===== config.mk =====
export PLATFORM = sky130hd
export DESIGN_NAME = alu_issue_flat
export DESIGN_NICKNAME = d
export VERILOG_FILES = /design/src/rtl/alu_pkg.sv /design/src/rtl/alu_issue_if.sv /design/src/rtl/alu_regfile.sv /design/src/rtl/alu_issue.sv /design/src/flat_wrapper.sv
export SDC_FILE = /design/constraint.sdc
export NUM_CORES = 1
export LEC_CHECK = 0
export ABC_CLOCK_PERIOD_IN_PS = 2400
export CORE_MARGIN = 8
export CORE_UTILIZATION = 30
export DETAILED_ROUTE_END_ITERATION = 8
export PLACE_DENSITY = 0.52
export SYNTH_ARGS = -nofsm -noshare
export SYNTH_HDL_FRONTEND = slang
export SYNTH_SLANG_ARGS = --single-unit

===== constraint.sdc =====
create_clock -name CLK -period 2.4 [get_ports CLK]
set_input_delay 0.48 -clock CLK [delete_from_list [all_inputs] [get_ports CLK]]
set_output_delay 0.48 -clock CLK [all_outputs]
set_load 0.03 [all_outputs]

===== src/rtl/alu_pkg.sv =====
// alu_pkg: shared definitions for the issue stage and its register file.
// Holds the datapath/register widths, the opcode and state encodings, the
// instruction field positions and the LI immediate sign-extension helper.
package alu_pkg;

    localparam int unsigned DW    = 16;  // datapath width, matches the ALU
    localparam int unsigned NREGS = 8;   // register-file depth
    localparam int unsigned AW    = 3;   // register-field / RF address width
    localparam int unsigned OPW   = 3;   // opcode width
    localparam int unsigned IMMW  = 6;   // ALU immediate width
    localparam int unsigned LIW   = 10;  // LI immediate width

    // Instruction field LSB positions
    localparam int unsigned OP_LSB     = 13;
    localparam int unsigned RD_LSB     = 10;
    localparam int unsigned RS1_LSB    = 7;
    localparam int unsigned IMMSEL_BIT = 6;
    localparam int unsigned RS2_LSB    = 3;
    localparam int unsigned IMM_LSB    = 0;

    typedef enum logic [OPW-1:0] {
        ALU_ADD  = 3'd0,
        ALU_SUB  = 3'd1,
        ALU_AND  = 3'd2,
        ALU_OR   = 3'd3,
        ALU_XOR  = 3'd4,
        ALU_SLLI = 3'd5,
        ALU_SRLI = 3'd6,
        OP_LI    = 3'd7
    } op_e;

    typedef enum logic [1:0] {
        S_IDLE = 2'd0,
        S_EXEC = 2'd1,
        S_WB   = 2'd2
    } state_e;

    // Sign-extend the 10-bit LI immediate to the datapath width
    function automatic logic [DW-1:0] li_value(input logic [LIW-1:0] v);
        return {{(DW-LIW){v[LIW-1]}}, v};
    endfunction

endpackage


===== src/rtl/alu_issue_if.sv =====
// alu_issue_if: instruction handshake, ALU operand/result, writeback report
// and debug-read signals of the issue stage.
//   master: instruction source / ALU / debug side
//   slave : alu_issue
interface alu_issue_if;
    import alu_pkg::*;

    logic           InstrValid;
    logic [DW-1:0]  Instr;
    logic           InstrReady;
    logic [DW-1:0]  ALUA;
    logic [DW-1:0]  ALUB;
    logic [OPW-1:0] ALUOpOut;
    logic [DW-1:0]  ALUResult;
    logic           Done;
    logic [DW-1:0]  Result;
    logic [AW-1:0]  DoneRd;
    logic [AW-1:0]  DbgAddr;
    logic [DW-1:0]  DbgData;
    logic [1:0]     Flags;

    modport master (
        output InstrValid, Instr, ALUResult, DbgAddr,
        input  InstrReady, ALUA, ALUB, ALUOpOut, Done, Result, DoneRd, DbgData, Flags
    );

    modport slave (
        input  InstrValid, Instr, ALUResult, DbgAddr,
        output InstrReady, ALUA, ALUB, ALUOpOut, Done, Result, DoneRd, DbgData, Flags
    );

endinterface


===== src/rtl/alu_regfile.sv =====
// alu_regfile: 8x16 register file, two combinational operand reads, one
// combinational debug read, one synchronous write, async active-low reset.
// Entry 0 is cleared by reset and never written, so R0 always reads 0.
//   clk, rst_n      clock / async active-low reset
//   ra1, ra2        operand read addresses -> rd1, rd2
//   dbg_addr        debug read address     -> dbg_data
//   we, wa, wd      write enable / address / data
module alu_regfile
    import alu_pkg::*;
(
    input  logic          clk,
    input  logic          rst_n,
    input  logic [AW-1:0] ra1,
    input  logic [AW-1:0] ra2,
    input  logic [AW-1:0] dbg_addr,
    output logic [DW-1:0] rd1,
    output logic [DW-1:0] rd2,
    output logic [DW-1:0] dbg_data,
    input  logic          we,
    input  logic [AW-1:0] wa,
    input  logic [DW-1:0] wd
);

    logic [DW-1:0] regs [NREGS];

    // Storage; writes to R0 are dropped
    always_ff @(posedge clk or negedge rst_n) begin
        if (!rst_n) begin
            for (int i = 0; i < int'(NREGS); i++) begin
                regs[i] <= '0;
            end
        end else if (we && (wa != '0)) begin
            regs[wa] <= wd;
        end
    end

    assign rd1      = regs[ra1];
    assign rd2      = regs[ra2];
    assign dbg_data = regs[dbg_addr];

endmodule


===== src/rtl/alu_issue.sv =====
// alu_issue: issue-and-writeback stage in front of the registered 16-bit ALU.
// IDLE accepts an instruction and latches operands, EXEC presents them to the
// ALU, WB writes the ALU result (or the LI immediate) back to the register file.
//   CLK, RST_N   clock / async active-low reset
//   bus (slave)  InstrValid/Instr/InstrReady handshake, ALUA/ALUB/ALUOpOut to
//                the ALU, ALUResult from it, Done/Result/DoneRd writeback report,
//                DbgAddr/DbgData debug read, Flags {N,Z}
// Optional feature: define ALU_ISSUE_FLAGS_EN to build the {N,Z} flag register;
// otherwise Flags is tied to 0.
module alu_issue
    import alu_pkg::*;
(
    input  logic  CLK,
    input  logic  RST_N,
    alu_issue_if.slave bus
);

    state_e         state_q;
    logic           ready_q;
    logic           done_q;
    logic [DW-1:0]  alu_a_q;
    logic [DW-1:0]  alu_b_q;
    op_e            alu_op_q;
    logic [DW-1:0]  result_q;
    logic [AW-1:0]  done_rd_q;
    logic [AW-1:0]  rd_q;
    logic           is_li_q;

    // Instruction decode
    op_e            op_in;
    logic [AW-1:0]  rd_in;
    logic [AW-1:0]  rs1_in;
    logic [AW-1:0]  rs2_in;
    logic           imm_sel_in;
    logic [IMMW-1:0] imm_in;
    logic [LIW-1:0] li_in;

    assign op_in      = op_e'(bus.Instr[OP_LSB +: OPW]);
    assign rd_in      = bus.Instr[RD_LSB +: AW];
    assign rs1_in     = bus.Instr[RS1_LSB +: AW];
    assign rs2_in     = bus.Instr[RS2_LSB +: AW];
    assign imm_sel_in = bus.Instr[IMMSEL_BIT];
    assign imm_in     = bus.Instr[IMM_LSB +: IMMW];
    assign li_in      = bus.Instr[IMM_LSB +: LIW];

    logic [DW-1:0] rs1_val;
    logic [DW-1:0] rs2_val;
    logic [DW-1:0] wb_val;
    logic          wb_en;

    // LI keeps its immediate in alu_a_q, so no separate holding register is needed
    assign wb_val = is_li_q ? alu_a_q : bus.ALUResult;
    assign wb_en  = (state_q == S_WB);

    alu_regfile u_regfile (
        .clk      (CLK),
        .rst_n    (RST_N),
        .ra1      (rs1_in),
        .ra2      (rs2_in),
        .dbg_addr (bus.DbgAddr),
        .rd1      (rs1_val),
        .rd2      (rs2_val),
        .dbg_data (bus.DbgData),
        .we       (wb_en),
        .wa       (rd_q),
        .wd       (wb_val)
    );

    // Sequencer: IDLE -> EXEC -> WB -> IDLE, all outputs registered
    always_ff @(posedge CLK or negedge RST_N) begin
        if (!RST_N) begin
            state_q   <= S_IDLE;
            ready_q   <= 1'b1;
            done_q    <= 1'b0;
            alu_a_q   <= '0;
            alu_b_q   <= '0;
            alu_op_q  <= ALU_ADD;
            result_q  <= '0;
            done_rd_q <= '0;
            rd_q      <= '0;
            is_li_q   <= 1'b0;
        end else begin
            done_q <= 1'b0;
            case (state_q)
                S_IDLE: begin
                    if (bus.InstrValid && ready_q) begin
                        state_q <= S_EXEC;
                        ready_q <= 1'b0;
                        rd_q    <= rd_in;
                        is_li_q <= (op_in == OP_LI);
                        if (op_in == OP_LI) begin
                            alu_a_q  <= li_value(li_in);
                            alu_b_q  <= '0;
                            alu_op_q <= ALU_ADD;
                        end else begin
                            alu_a_q  <= rs1_val;
                            alu_b_q  <= imm_sel_in ? DW'(imm_in) : rs2_val;
                            alu_op_q <= op_in;
                        end
                    end
                end
                S_EXEC: begin
                    state_q <= S_WB;
                end
                S_WB: begin
                    state_q   <= S_IDLE;
                    ready_q   <= 1'b1;
                    done_q    <= 1'b1;
                    result_q  <= wb_val;
                    done_rd_q <= rd_q;
                end
                default: begin
                    state_q <= S_IDLE;
                    ready_q <= 1'b1;
                end
            endcase
        end
    end

`ifdef ALU_ISSUE_FLAGS_EN
    logic [1:0] flags_q;

    // {N,Z} of every written-back value, including discarded R0 writes
    always_ff @(posedge CLK or negedge RST_N) begin
        if (!RST_N) begin
            flags_q <= 2'b00;
        end else if (wb_en) begin
            flags_q <= {wb_val[DW-1], (wb_val == '0)};
        end
    end

    assign bus.Flags = flags_q;
`else
    assign bus.Flags = 2'b00;
`endif

    assign bus.InstrReady = ready_q;
    assign bus.Done       = done_q;
    assign bus.ALUA       = alu_a_q;
    assign bus.ALUB       = alu_b_q;
    assign bus.ALUOpOut   = alu_op_q;
    assign bus.Result     = result_q;
    assign bus.DoneRd     = done_rd_q;

endmodule


===== src/flat_wrapper.sv =====
// flat-port wrapper written by rule: the top's interface ports become plain ports
module alu_issue_flat import alu_pkg::*;
  (CLK, RST_N, bus_InstrValid, bus_Instr, bus_ALUResult, bus_DbgAddr, bus_InstrReady, bus_ALUA, bus_ALUB, bus_ALUOpOut, bus_Done, bus_Result, bus_DoneRd, bus_DbgData, bus_Flags);
  alu_issue_if bus_i ();
  input  logic CLK;
  input  logic RST_N;
  input wire logic [$bits(bus_i.InstrValid)-1:0] bus_InstrValid;
  input wire logic [$bits(bus_i.Instr)-1:0] bus_Instr;
  input wire logic [$bits(bus_i.ALUResult)-1:0] bus_ALUResult;
  input wire logic [$bits(bus_i.DbgAddr)-1:0] bus_DbgAddr;
  output wire logic [$bits(bus_i.InstrReady)-1:0] bus_InstrReady;
  output wire logic [$bits(bus_i.ALUA)-1:0] bus_ALUA;
  output wire logic [$bits(bus_i.ALUB)-1:0] bus_ALUB;
  output wire logic [$bits(bus_i.ALUOpOut)-1:0] bus_ALUOpOut;
  output wire logic [$bits(bus_i.Done)-1:0] bus_Done;
  output wire logic [$bits(bus_i.Result)-1:0] bus_Result;
  output wire logic [$bits(bus_i.DoneRd)-1:0] bus_DoneRd;
  output wire logic [$bits(bus_i.DbgData)-1:0] bus_DbgData;
  output wire logic [$bits(bus_i.Flags)-1:0] bus_Flags;
  assign bus_i.InstrValid = bus_InstrValid;
  assign bus_i.Instr = bus_Instr;
  assign bus_i.ALUResult = bus_ALUResult;
  assign bus_i.DbgAddr = bus_DbgAddr;
  assign bus_InstrReady = bus_i.InstrReady;
  assign bus_ALUA = bus_i.ALUA;
  assign bus_ALUB = bus_i.ALUB;
  assign bus_ALUOpOut = bus_i.ALUOpOut;
  assign bus_Done = bus_i.Done;
  assign bus_Result = bus_i.Result;
  assign bus_DoneRd = bus_i.DoneRd;
  assign bus_DbgData = bus_i.DbgData;
  assign bus_Flags = bus_i.Flags;
  alu_issue u_core (.CLK(CLK), .RST_N(RST_N), .bus(bus_i));
endmodule

==> flow_summary.ini <==
[clock_tree]
cts_setup_buffers = 0
clk_pin_slew_ns = 0.07
clk_path_buf_depth = 2
root_buffer = clkbuf_16
hold_buffers = 0
cts_buffers = 17
cts_max_level = 4
cts.sinks = 190
cts_tree = yes
clock_latency_ns = 0.43

[drt]
post-route-drc-count = 0
firstDrtPassIters = 5
drt-wirelength-per-cell_um = 22.1
vias_per_cell = 5.12
wl_mm = 31.1
ant_nets = 0
drtIter0Drc = 438
vias = 7203

[critical_path]
critPathMaxFanout = 14
critical_path_class = in2out
required_ns = 1.92
critPathLaunchType = primary input
r2r_slack_ns = 0.64
crit_chain = buf_4, clkbuf_16, mux4_2, mux2_2, buf_4
end_kind = primary output
worst-path-buf-inv = 3
cpMostUsedCell = buf_4
arrival_ns = 1.86
slowest_stage = mux4_2
slowest_delay_ns = 0.50
cp_top_family = multiplexers

[timing]
fin_tns_setup_ns = 0
worst_slack_ns = 0.0553
relSlewSlack = 0.562
slew_violations = 0
clock_skew_ns = 0.0162
setup_viol = 0
timing.fmax_mhz = 427
fin_hold_ws_ns = -0.00956
period_needed_ns = 2.34
rsz0062_at_grt = no
fin_crit_sh = 0.977
final_hold_viol_count = 3
worst_pin_slew_ns = 0.639

[final_layout]
n_antenna_cell = 0
fin_util = 0.379
drive_gt1_frac = 0.221
nNetsFinal = 991
area_delta_synth_final_pct = 24.7

[synthesis]
avgSynthCellArea_um2 = 11.6
syn_area_um2 = 9890
synth.distinct_cells = 38
synth_edf_count = 0
seq_area_frac_synth = 0.481
yosys_warnings = 0
async_reset_ff_frac = 1.00
synthCells = 855
synth_ff_type = dfrtp_1
yosys_register_bits = 190

[power_and_ir_drop]
pwr_density_cell_nw_per_um2 = 1220
p_leak_nw = 4.96
max-vdd-ir-drop_mv = 0.528

[global_routing]
grt_start_max_net_pins = 55
grt_pass1_wl_mm = 47.8
track_usage = 0.161
antenna_found_initial = 0
grt_overflow = 0
first_global_vias = 7432

[status]
status = finished, violations left
violations = negative hold slack

[floorplan]
start_util = 0.304
rows = 66
core-area_um2 = 32500
die_x_um = 198
die_area_um2 = 39000
num_io_pins = 112
die_y_um = 198

[placement]
dp_hpwl_mm = 20.7
routabilityCongestion = 0.808
port_buffers = 109
pre_cts_slack_ns = -0.146

[hold_path]
worstHoldPathType = in2async

[job]
drv_cap = 0
==> power by group <==
part / internal, mW / switching (mW) / total [mW]
Clock: 1.68 / 1.30 / 2.98
Combinational: 3.00 / 3.36 / 6.36
Sequential: 4.51 / 1.25 / 5.76
Total: 9.19 / 5.91 / 15.1
==> logic make-up after synthesis <==
| logic type | share of synthesized area |
|---|---|
| buffers and inverters | 0.0452 |
| flip-flops | 0.481 |
| other | 0.000379 |
| AND/OR/NAND/NOR | 0.0914 |
| multiplexers | 0.268 |
| AO/OA/AOI/OAI | 0.114 |
==> layer usage <==
| metal | global-route usage | share of wire | vias to the layer above |
|---|---|---|---|
| met3 | 0.0359 | 0.058 | 35 |
| met4 | 0.0426 | 0.014 | 0 |
| li1 | - | - | 3319 |
| met1 | 0.233 | 0.48 | 3629 |
| met5 | 0 | 0 | - |
| met2 | 0.239 | 0.45 | 220 |
==> repair_timing <==
item                       CTS  global route
gates cloned                 1             2
gates resized for setup      4             2
setup endpoints to repair   16             7
==> worst paths after layout <==
kind	from	endpoint	depth (start not counted)
max in group asynchronous	RST_N	u_core.u_regfile.regs[18]	2
min in group CLK	u_core.u_regfile.regs[118]	u_core.u_regfile.regs[118]	0
hold reg to reg	u_core.u_regfile.regs[118]	u_core.u_regfile.regs[118]	0
hold / removal	RST_N	u_core.bus.Result[2]	1
setup reg to reg	u_core.state_q[1]	u_core.bus.ALUOpOut[1]	5
setup / recovery	bus_DbgAddr[0]	bus_DbgData[15]	5
==> synth_stat cells, drive strengths merged, types with 2 or more instances <==
library cell  instances  area (um2)
a211oi                7        52.6
a21oi                79         395
a22o                 12         105
a22oi                 2        15.0
a32oi                 2        17.5
buf                  31         210
clkbuf               59         221
dfrtp               189        4730
inv                   4        15.0
mux2                 26         293
mux2i                34         340
mux4                 87        2020
nand2               103         387
nand2b                4        25.0
nor2                 71         267
nor2b                12        75.1
nor3                  8        40.0
nor4                  4        31.3
o21ai               105         526
o22ai                 3        18.8
or3                   3        18.8
or4                   2        15.0
==> cell usage in the layout (no fill, tap or decap), types with 4 or more instances in the layout <==
cell and n:
a211oi_1 7, a21oi_1 79, mux2i_1 34, buf_4 62
a22o_1 12, nor3_1 6, mux2_2 25, o21ai_1 6
clkdlybuf4s50_1 88, clkbuf_16 19, nand2b_1 4, dfrtp_1 189
mux4_1 15, nor2b_1 12, inv_1 4, o21ai_0 99
buf_12 11, nand2_1 103, nor2_1 71, mux4_2 72
==> final cells by class <==
class                      instances  area, um2
inverter                           4       15.0
clock buffer                      19        443
tap                              442        553
sequential                       190       4760
clock inverter                    12        160
multi-input combinational        572       4720
timing repair buffer             168       1680
fill                            3199      20200
==> state kept, by name, summed over array words and instances, names as in the netlist <==
name and flops:
u_core.is_li_q 1, u_core.bus.Result 16, u_core.bus.ALUA 16, u_core.bus.InstrReady 1, u_core.u_regfile.regs 128, u_core.bus.ALUB 16
u_core.bus.ALUOpOut 3, u_core.rd_q 3, u_core.bus.Done 1, u_core.bus.DoneRd 3, u_core.state_q 2
==> metrics by stage <==
stage	std cells	cell area, um2	power, mW
2_1_floorplan	856	9890	9.45
3_3_place_gp	1373	11600	12.1
3_5_place_dp	1373	11600	12.2
4_1_cts	1405	12300	15.3
5_1_grt	1407	12300	16.1
6_report	1407	12300	15.1
(Power assumes the default switching activity.)
